File: config.mk
export PLATFORM = sky130hd
export DESIGN_NAME = spi_master
export DESIGN_NICKNAME = d
export VERILOG_FILES = /design/src/rtl/spi_pkg.sv /design/src/rtl/spi_master_sync_2ff.sv /design/src/rtl/spi_master.sv
export SDC_FILE = /design/constraint.sdc
export NUM_CORES = 1
export LEC_CHECK = 0
export CAP_MARGIN = 20
export CORE_ASPECT_RATIO = 1.4
export CORE_MARGIN = 10
export CORE_UTILIZATION = 54
export DETAILED_ROUTE_END_ITERATION = 8
export PLACE_DENSITY = 0.86
export SETUP_SLACK_MARGIN = 0.1
export SYNTH_ARGS = -nofsm -noshare
export SYNTH_HDL_FRONTEND = slang
export SYNTH_HIERARCHICAL = 1
export SYNTH_SLANG_ARGS = --single-unit
File: constraint.sdc
create_clock -name clk -period 2.2 [get_ports clk]
set_input_delay 0.55 -clock clk [delete_from_list [all_inputs] [get_ports clk]]
set_output_delay 0.55 -clock clk [all_outputs]
set_load 0.01 [all_outputs]
File: src/rtl/spi_pkg.sv
// Shared types and default widths for the SPI register-access initiator.
package spi_pkg;

    typedef enum logic [2:0] {IDLE, SETUP, SHIFT, HOLD, GAP} spi_state_e;

    localparam int SPI_ADDR_WIDTH = 8;
    localparam int SPI_DATA_WIDTH = 16;
    localparam int SPI_RD_BIT     = SPI_ADDR_WIDTH - 1;

endpackage

File: src/rtl/spi_master_sync_2ff.sv
// Two-flop synchronizer for the asynchronous responder data line.
module sync_2ff (
    input  logic clk,
    input  logic rst,
    input  logic d,
    output logic q
);

    logic meta;

    always_ff @(posedge clk) begin
        if (rst) begin
            meta <= 1'b0;
            q    <= 1'b0;
        end else begin
            meta <= d;
            q    <= meta;
        end
    end

endmodule

File: src/rtl/spi_master.sv
// Mode-0 SPI initiator: one {addr, data} frame per accepted start, MSB first;
// addr MSB set makes it a read whose data phase is captured from spi_miso.
module spi_master
    import spi_pkg::*;
#(
    parameter int DATA_WIDTH = SPI_DATA_WIDTH,
    parameter int ADDR_WIDTH = SPI_ADDR_WIDTH,
    parameter int CLK_DIV    = 8,
    parameter int CS_SETUP   = 4,
    parameter int CS_HOLD    = 4,
    parameter int CS_GAP     = 4
) (
    input  logic                  clk,
    input  logic                  rst,
    input  logic                  start,
    input  logic [ADDR_WIDTH-1:0] addr,
    input  logic [DATA_WIDTH-1:0] txdata,
    output logic                  busy,
    output logic                  done,
    output logic [DATA_WIDTH-1:0] rxdata,
    output logic                  spi_cs,
    output logic                  spi_sck,
    output logic                  spi_mosi,
    input  logic                  spi_miso
);

    localparam int N      = ADDR_WIDTH + DATA_WIDTH;
    localparam int RD_BIT = (ADDR_WIDTH == SPI_ADDR_WIDTH) ? SPI_RD_BIT : ADDR_WIDTH - 1;
    localparam int HW     = $clog2(CLK_DIV);
    localparam int BW     = $clog2(N + 1);
    localparam int PMAX   = (CS_SETUP > CS_HOLD) ? ((CS_SETUP > CS_GAP) ? CS_SETUP : CS_GAP)
                                                 : ((CS_HOLD > CS_GAP) ? CS_HOLD : CS_GAP);
    localparam int PW     = $clog2(PMAX + 1);

    spi_state_e            state, state_nx;
    logic [HW-1:0]         hcnt, hcnt_nx;
    logic [BW-1:0]         bcnt, bcnt_nx;
    logic [PW-1:0]         pcnt, pcnt_nx;
    logic [N-1:0]          shreg, shreg_nx;
    logic [DATA_WIDTH-1:0] rxsh, rxsh_nx, rxdata_nx;
    logic                  is_read, is_read_nx;
    logic                  cs_nx, sck_nx, mosi_nx, busy_nx, done_nx;
    logic                  miso_s;

    sync_2ff u_miso_sync (
        .clk (clk),
        .rst (rst),
        .d   (spi_miso),
        .q   (miso_s)
    );

    always_comb begin
        state_nx   = state;
        hcnt_nx    = hcnt;
        bcnt_nx    = bcnt;
        pcnt_nx    = pcnt;
        shreg_nx   = shreg;
        rxsh_nx    = rxsh;
        rxdata_nx  = rxdata;
        is_read_nx = is_read;
        cs_nx      = spi_cs;
        sck_nx     = spi_sck;
        mosi_nx    = spi_mosi;
        busy_nx    = busy;
        done_nx    = 1'b0;
        unique case (state)
            IDLE: begin
                if (start) begin
                    shreg_nx   = {addr, txdata};
                    is_read_nx = addr[RD_BIT];
                    cs_nx      = 1'b0;
                    busy_nx    = 1'b1;
                    mosi_nx    = addr[ADDR_WIDTH-1];
                    pcnt_nx    = '0;
                    state_nx   = SETUP;
                end
            end
            SETUP: begin
                if (pcnt == PW'(CS_SETUP - 1)) begin
                    hcnt_nx  = '0;
                    bcnt_nx  = '0;
                    state_nx = SHIFT;
                end else begin
                    pcnt_nx = pcnt + 1'b1;
                end
            end
            SHIFT: begin
                if (hcnt != HW'(CLK_DIV - 1)) begin
                    hcnt_nx = hcnt + 1'b1;
                end else begin
                    hcnt_nx = '0;
                    if (!spi_sck) begin
                        // rising edge: sample data-phase miso on reads
                        sck_nx = 1'b1;
                        if (is_read && bcnt >= BW'(ADDR_WIDTH))
                            rxsh_nx = {rxsh[DATA_WIDTH-2:0], miso_s};
                    end else if (bcnt == BW'(N - 1)) begin
                        sck_nx   = 1'b0;
                        mosi_nx  = 1'b0;
                        pcnt_nx  = '0;
                        state_nx = HOLD;
                    end else begin
                        sck_nx   = 1'b0;
                        bcnt_nx  = bcnt + 1'b1;
                        shreg_nx = {shreg[N-2:0], 1'b0};
                        mosi_nx  = (is_read && bcnt_nx >= BW'(ADDR_WIDTH)) ? 1'b0 : shreg[N-2];
                    end
                end
            end
            HOLD: begin
                if (pcnt == PW'(CS_HOLD - 1)) begin
                    cs_nx    = 1'b1;
                    done_nx  = 1'b1;
                    pcnt_nx  = '0;
                    state_nx = GAP;
                    if (is_read)
                        rxdata_nx = rxsh;
                end else begin
                    pcnt_nx = pcnt + 1'b1;
                end
            end
            GAP: begin
                // the first idle cycle is the last CS-high cycle of the gap
                if (pcnt == PW'(CS_GAP - 2)) begin
                    busy_nx  = 1'b0;
                    state_nx = IDLE;
                end else begin
                    pcnt_nx = pcnt + 1'b1;
                end
            end
            default: state_nx = IDLE;
        endcase
    end

    always_ff @(posedge clk) begin
        if (rst) begin
            state    <= IDLE;
            hcnt     <= '0;
            bcnt     <= '0;
            pcnt     <= '0;
            shreg    <= '0;
            rxsh     <= '0;
            rxdata   <= '0;
            is_read  <= 1'b0;
            spi_cs   <= 1'b1;
            spi_sck  <= 1'b0;
            spi_mosi <= 1'b0;
            busy     <= 1'b0;
            done     <= 1'b0;
        end else begin
            state    <= state_nx;
            hcnt     <= hcnt_nx;
            bcnt     <= bcnt_nx;
            pcnt     <= pcnt_nx;
            shreg    <= shreg_nx;
            rxsh     <= rxsh_nx;
            rxdata   <= rxdata_nx;
            is_read  <= is_read_nx;
            spi_cs   <= cs_nx;
            spi_sck  <= sck_nx;
            spi_mosi <= mosi_nx;
            busy     <= busy_nx;
            done     <= done_nx;
        end
    end

endmodule

# After elaboration in Yosys (flattened, before gate mapping)
# Index checks and enable logic that the tools add are counted.
[word_totals]
input_bits = 28
register_bits = 77
output_inout_bits = 21
wordCells = 105
[classes]
order_cmp = 2
bitwise_logic = 3
add_sub_neg = 3
muxes = 43
reduce_logical = 21
eq_ne = 18
[ops]
columns = ["operator", "count"]
rows = [
  ["23-bit 2-to-1 mux", 4],
  ["3-bit 2-to-1 mux", 16],
  ["23-bit one-hot mux with 2 select lines", 1],
  ["3-bit one-hot mux with 5 select lines", 2],
  ["5-bit 2-to-1 mux", 4],
  ["2-bit != test, second input constant", 10],
  ["7-bit AND reduction", 2],
  ["3-bit by 2-bit equality test with 1-bit output, second input constant", 4],
  ["1-bit 2-to-1 mux", 11],
  ["5-bit by 4-bit >= comparator with 1-bit output, second input constant", 2],
  ["5-bit one-hot mux with 2 select lines", 1],
  ["5-bit AND reduction", 2],
  ["3-bit AND reduction", 3],
  ["4-bit AND reduction", 2],
  ["2-bit nonzero test", 4],
  ["3-bit by 1-bit adder with 3-bit output, second input constant", 2],
  ["1-bit one-hot mux with 2 select lines", 3],
  ["3-bit one-hot mux with 2 select lines", 1],
  ["2-bit AND reduction", 3],
  ["5-bit by 1-bit adder with 5-bit output, second input constant", 1],
  ["5-bit equality test, second input constant", 1],
  ["5-bit nonzero test", 1],
  ["3-bit by 1-bit equality test with 1-bit output, second input constant", 1],
  ["3-bit equality test, second input constant", 1],
  ["5 further kinds", 8],
]

# Longest topological paths before layout
[depth]
ltp_word = 8
mapped_depth = 8
mapped_depth_nobuf = 7

# Modules after synthesis
# The synthesis kept the hierarchy.
[by_module_without_submodules]
columns = ["module", "seq_area_each_um2", "cells_each", "n_inst", "area_per_inst_um2"]
rows = [
  ["spi_master", 1501.4, 387, 1, 3427.0],
  ["sync_2ff", 40.0, 4, 1, 52.6],
]

# Least setup slack after synthesis
# No wires, ideal clock.
[synth_path]
kind = "reg-to-reg"
start = "register hcnt[0]"
end = "register pcnt[2]"
path_buffers = 0
period_less_slack_ps = 1693
required_ps = 2079
setup_slack_ps = 507
path_stages_with_launch = 7
setup_ps = 121
arrival_ps = 1573
path_cell_list = "dfxtp_1 > ha_1 > ha_1 > nand3_1 > o21ai_1 > o211ai_1 > mux2_2"
[synth_between]
elab_chain_cells = 3
[synth_lines]
columns = ["element", "line", "rtl"]
rows = [
  ["start: declaration", "spi_master.sv:36", "logic [HW-1:0] hcnt, hcnt_nx;"],
  ["start signal: assignment", "spi_master.sv:152", "hcnt <= hcnt_nx;"],
  ["3-bit != test", "spi_master.sv:88", "if (hcnt != HW'(CLK_DIV - 1)) begin"],
  ["2-bit != test (no line)", "n/a", ""],
  ["7-bit AND reduction (no line)", "n/a", ""],
  ["end signal: assignment", "spi_master.sv:154", "pcnt <= pcnt_nx;"],
  ["end: declaration", "spi_master.sv:38", "logic [PW-1:0] pcnt, pcnt_nx;"],
]
# Every way passes these cells.
# A chain may end at the register's enable or synchronous reset.

# Worst setup path after layout
[layout_path]
start = "register spi_sck"
end = "output port spi_sck"
[layout_lines]
columns = ["element", "line", "rtl"]
rows = [
  ["start: declaration", "spi_master.sv:22", "output logic spi_sck,"],
  ["start signal: assignment", "spi_master.sv:160", "spi_sck <= sck_nx;"],
]
# No word-level cell between the ends.

==> results.json <==
{
  "first_pass_iters": 4,
  "grt_max_degree": 63,
  "area_delta_synth_final_pct": 21.04,
  "power.total_mw": 2.809,
  "timing.final.crit_share_pct": 90.12,
  "synth.lib_cells_used.distinct": 52,
  "grt_usage_pct": 15.48,
  "timing.critical_path.depth": 1,
  "crit_path_max_cell_delay_ns": 0.60,
  "grt_pass1_wl_um": 12630,
  "run_status": "finished clean",
  "post_synth_fa_ha_maj_area_fraction_pct": 2.877,
  "post-synth-top-count-cell": "sky130_fd_sc_hd__nand2_1",
  "max_cap_viol": 0,
  "floorplan.die_area_um2": 10100,
  "crit_path_max_fanout": 6,
  "numClockSinks": 77,
  "critical_path_class": "reg -> out",
  "switching_share_pct": 23.60,
  "arrival_ns": 1.43,
  "std_cell_rows": 34,
  "cts_tree": "yes",
  "worstPathBufferInverterCount": 1,
  "power_density_nw_per_um2": 667.0,
  "fin_tns_setup_ns": 0,
  "post_synth_top_cells": "90 x sky130_fd_sc_hd__nand2_1, 77 x sky130_fd_sc_hd__dfxtp_1, 43 x sky130_fd_sc_hd__a21oi_1, 29 x sky130_fd_sc_hd__nor2_1, 19 x sky130_fd_sc_hd__a311oi_2",
  "combinational_power_share_pct": 8.7,
  "port-buffer-count": 48,
  "timing.clock.skew_ns": 0.01108,
  "cellLeakagePower_nw": 1.493,
  "power.sequential.fraction_pct": 52.2,
  "timing.fmax_mhz": 504.4,
  "r2r_cells": 6,
  "grt_pass1_vias": 2833,
  "timing.critical_path.from_type": "register",
  "synthesized_net_count": 427,
  "synth_xor_area_share_pct": 0.7551,
  "multi_input_comb_area_um2": 1760,
  "slowest_stage": "sky130_fd_sc_hd__clkdlybuf4s50_1",
  "place_hpwl_um": 5397,
  "fin_crit_ns": 1.983,
  "yosys.area.top_type": "sky130_fd_sc_hd__dfxtp_1",
  "gp_routability_congestion": 0.8529,
  "path_clk_slew_ns": 0.08,
  "cts.root.buffer_cell": "sky130_fd_sc_hd__clkbuf_8",
  "detail_routed_net_length_per_standard_cell_um": 14.77,
  "detail_route.vias_per_cell": 5.686,
  "cts.hold.buffers_added": 0,
  "synthFlopType": "sky130_fd_sc_hd__dfxtp_1",
  "final_max_slew_viol_count": 0,
  "synth.avg_cell_area_um2": 8.899,
  "worstHoldPathCells": 2,
  "tritoncts.num_buffers": 9,
  "worst_pin_slew_ns": 0.5381,
  "dieHeight_um": 115.0,
  "power.clock.fraction_pct": 39.1,
  "max-vdd-ir-drop_uv": 402.6,
  "cts_resized": 0,
  "cts_htree_levels": 3,
  "crit_chain": "clkdlybuf4s50_1",
  "switchingPower_uw": 662.9,
  "initial_utilization_pct": 55.64,
  "placeableCoreArea_um2": 6254,
  "async_flop_share_pct": 0,
  "synth.yosys.seq_area_share_pct": 44.30,
  "synth_top_family_by_area": "compound AO/OA/AOI/OAI gates",
  "hold_path.class": "reg -> reg",
  "synthesis.area_um2": 3480,
  "worstSetupEndpointType": "output port",
  "synth_edf_count": 0,
  "area_fraction_in_compound_gates_after_synthesis_pct": 21.43,
  "ant_nets": 0,
  "1st_iter_drt_viols": 144,
  "hold_viol": 0,
  "horizontal_die_dimension_um": 87.84,
  "post_synth_main_area_contributors": "sky130_fd_sc_hd__dfxtp_1 44%, sky130_fd_sc_hd__nand2_1 9.7%, sky130_fd_sc_hd__a311oi_2 8.2%",
  "report.final.setup_viol": 0,
  "antenna_cells": 0,
  "postSynthRegisterBits": 77,
  "number_of_inserted_filler_cells_in_the_final_layout": 507,
  "grt_remaining_overflow": 0,
  "synth.mux.area_fraction_pct": 5.861,
  "unrepaired_setup_endpoints_after_global_routing": "no",
  "num_vias": 2894,
  "remaining_drc_errors": 0,
  "clock_latency_ns": 0.36,
  "relSlewSlack_pct": 63.80,
  "critical_path.top_delay_family": "buffers and inverters",
  "syn-instance-count": 391,
  "synth_top_area_share_pct": 44.30,
  "post_synth_and_or_nand_nor_area_fraction_pct": 19.67,
  "post-cts-setup-buffers": 0,
  "internal-power_mw": 2.146,
  "layout_cells_sized_above_1_pct": 11.67,
  "sequential_cell_area_um2": 1541,
  "grt_antenna_before_repair": 0,
  "boundaryPins": 49,
  "timing.critical_path.required_ns": 1.65,
  "clk_path_buf_depth": 2,
  "route.final.wire_length_um": 7518,
  "synth.yosys.warnings": 6,
  "design.final.nets": 468
}
-- registers in the layout (all words and copies together), names as in the netlist --
name and cells:
spi_sck 1, done 1, state 3, hcnt 3
spi_cs 1, u_miso_sync/q 1, is_read 1, rxsh 16
rxdata 16, shreg 23, u_miso_sync/meta 1, bcnt 5
spi_mosi 1, pcnt 3, busy 1
-- power by group through the flow --
stage               Combinational, mW  Clock (mW)  Sequential, mW
global route                    0.269        1.18            1.47
finish                          0.244        1.10            1.47
CTS                             0.245        1.12            1.47
global placement                0.235           0            1.50
floorplan                       0.155           0            1.49
detailed placement              0.245           0            1.50
-- per-layer routing --
| layer | vias to the layer above | global-route usage (%) | wire length, um |
|---|---|---|---|
| met2 | 79 | 26.46 | 3820 |
| li1 | 1442 | - | - |
| met3 | 16 | 5.096 | 421 |
| met1 | 1357 | 16.54 | 3102 |
| met5 | - | 0 | 0 |
| met4 | 0 | 7.676 | 174 |
-- path summary, 6_finish.rpt --
kind                            slack (ns)                       to                  start
worst min register to register        0.45  rxdata[15]$_SDFFE_PP0P_  rxsh[15]$_SDFFE_PP0P_
worst max register to register        0.33     pcnt[2]$_SDFFE_PP0P_   pcnt[1]$_SDFFE_PP0P_
worst min-delay path                  0.45  rxdata[15]$_SDFFE_PP0P_  rxsh[15]$_SDFFE_PP0P_
worst max-delay path                  0.22                  spi_sck   spi_sck$_SDFFE_PP0P_
-- logic make-up after synthesis --
kind of cell | Yosys count
buffers and inverters | 36
AND/OR/NAND/NOR | 153
XOR/XNOR | 3
flip-flops | 77
adder cells (fa/ha/maj) | 8
AO/OA/AOI/OAI | 94
multiplexers | 20
-- worst reg2reg max path, delay by kind of cell (launching register included) --
kind                     cells  cell delay (ns)
AND/OR/NAND/NOR              1             0.20
adder cells (fa/ha/maj)      2             0.39
flip-flops                   1             0.36
multiplexers                 1             0.38
AO/OA/AOI/OAI                2             0.42
-- stage by stage --
stage                     area [um2]  hold slack, ns  worst slack (ns)  instances  util [%]
after CTS                       4212          0.4516            0.1929        509     67.35
after global placement          4001          0.4296            0.1832        493     63.99
after global routing            4212          0.4620            0.1560        509     67.35
after floorplan                 3480          0.4138            0.5066        391         -
after detailed placement        4001          0.4372            0.1263        493     63.99
final                           4212          0.4468            0.2173        509     67.35
-- cells in the final DEF (no fill, tap or decap), types with 2 or more instances in the layout --
cell type	count
sky130_fd_sc_hd__mux2_1	2
sky130_fd_sc_hd__inv_1	6
sky130_fd_sc_hd__clkbuf_8	11
sky130_fd_sc_hd__nand2b_1	2
sky130_fd_sc_hd__nor2b_1	6
sky130_fd_sc_hd__buf_4	9
sky130_fd_sc_hd__a22oi_1	2
sky130_fd_sc_hd__a31oi_1	2
sky130_fd_sc_hd__and2_1	5
sky130_fd_sc_hd__mux2i_1	17
sky130_fd_sc_hd__nor3_1	2
sky130_fd_sc_hd__and4b_1	2
sky130_fd_sc_hd__o21ai_0	6
sky130_fd_sc_hd__a21boi_0	2
sky130_fd_sc_hd__nand2_1	90
sky130_fd_sc_hd__o2111a_1	2
sky130_fd_sc_hd__dfxtp_1	77
sky130_fd_sc_hd__buf_12	2
sky130_fd_sc_hd__nor2_1	29
sky130_fd_sc_hd__xnor2_1	2
sky130_fd_sc_hd__a311oi_1	3
sky130_fd_sc_hd__ha_1	8
sky130_fd_sc_hd__a311oi_2	19
sky130_fd_sc_hd__nand4b_1	2
sky130_fd_sc_hd__a21oi_1	43
sky130_fd_sc_hd__clkinvlp_4	2
sky130_fd_sc_hd__nand3b_1	3
sky130_fd_sc_hd__nand3_1	3
sky130_fd_sc_hd__o21ai_1	2
sky130_fd_sc_hd__clkdlybuf4s50_1	47
sky130_fd_sc_hd__o211ai_1	2
sky130_fd_sc_hd__or2_1	2
-- layout make-up --
class / count / area share, %
Clock buffer: 11 / 3.595
Clock inverter: 5 / 1.396
Inverter: 7 / 0.6239
Multi-Input combinational cell: 278 / 41.80
Sequential cell: 77 / 36.60
Tap cell: 72 / 2.139
Timing Repair Buffer: 59 / 13.84
Power figures use the tool's default switching activity.
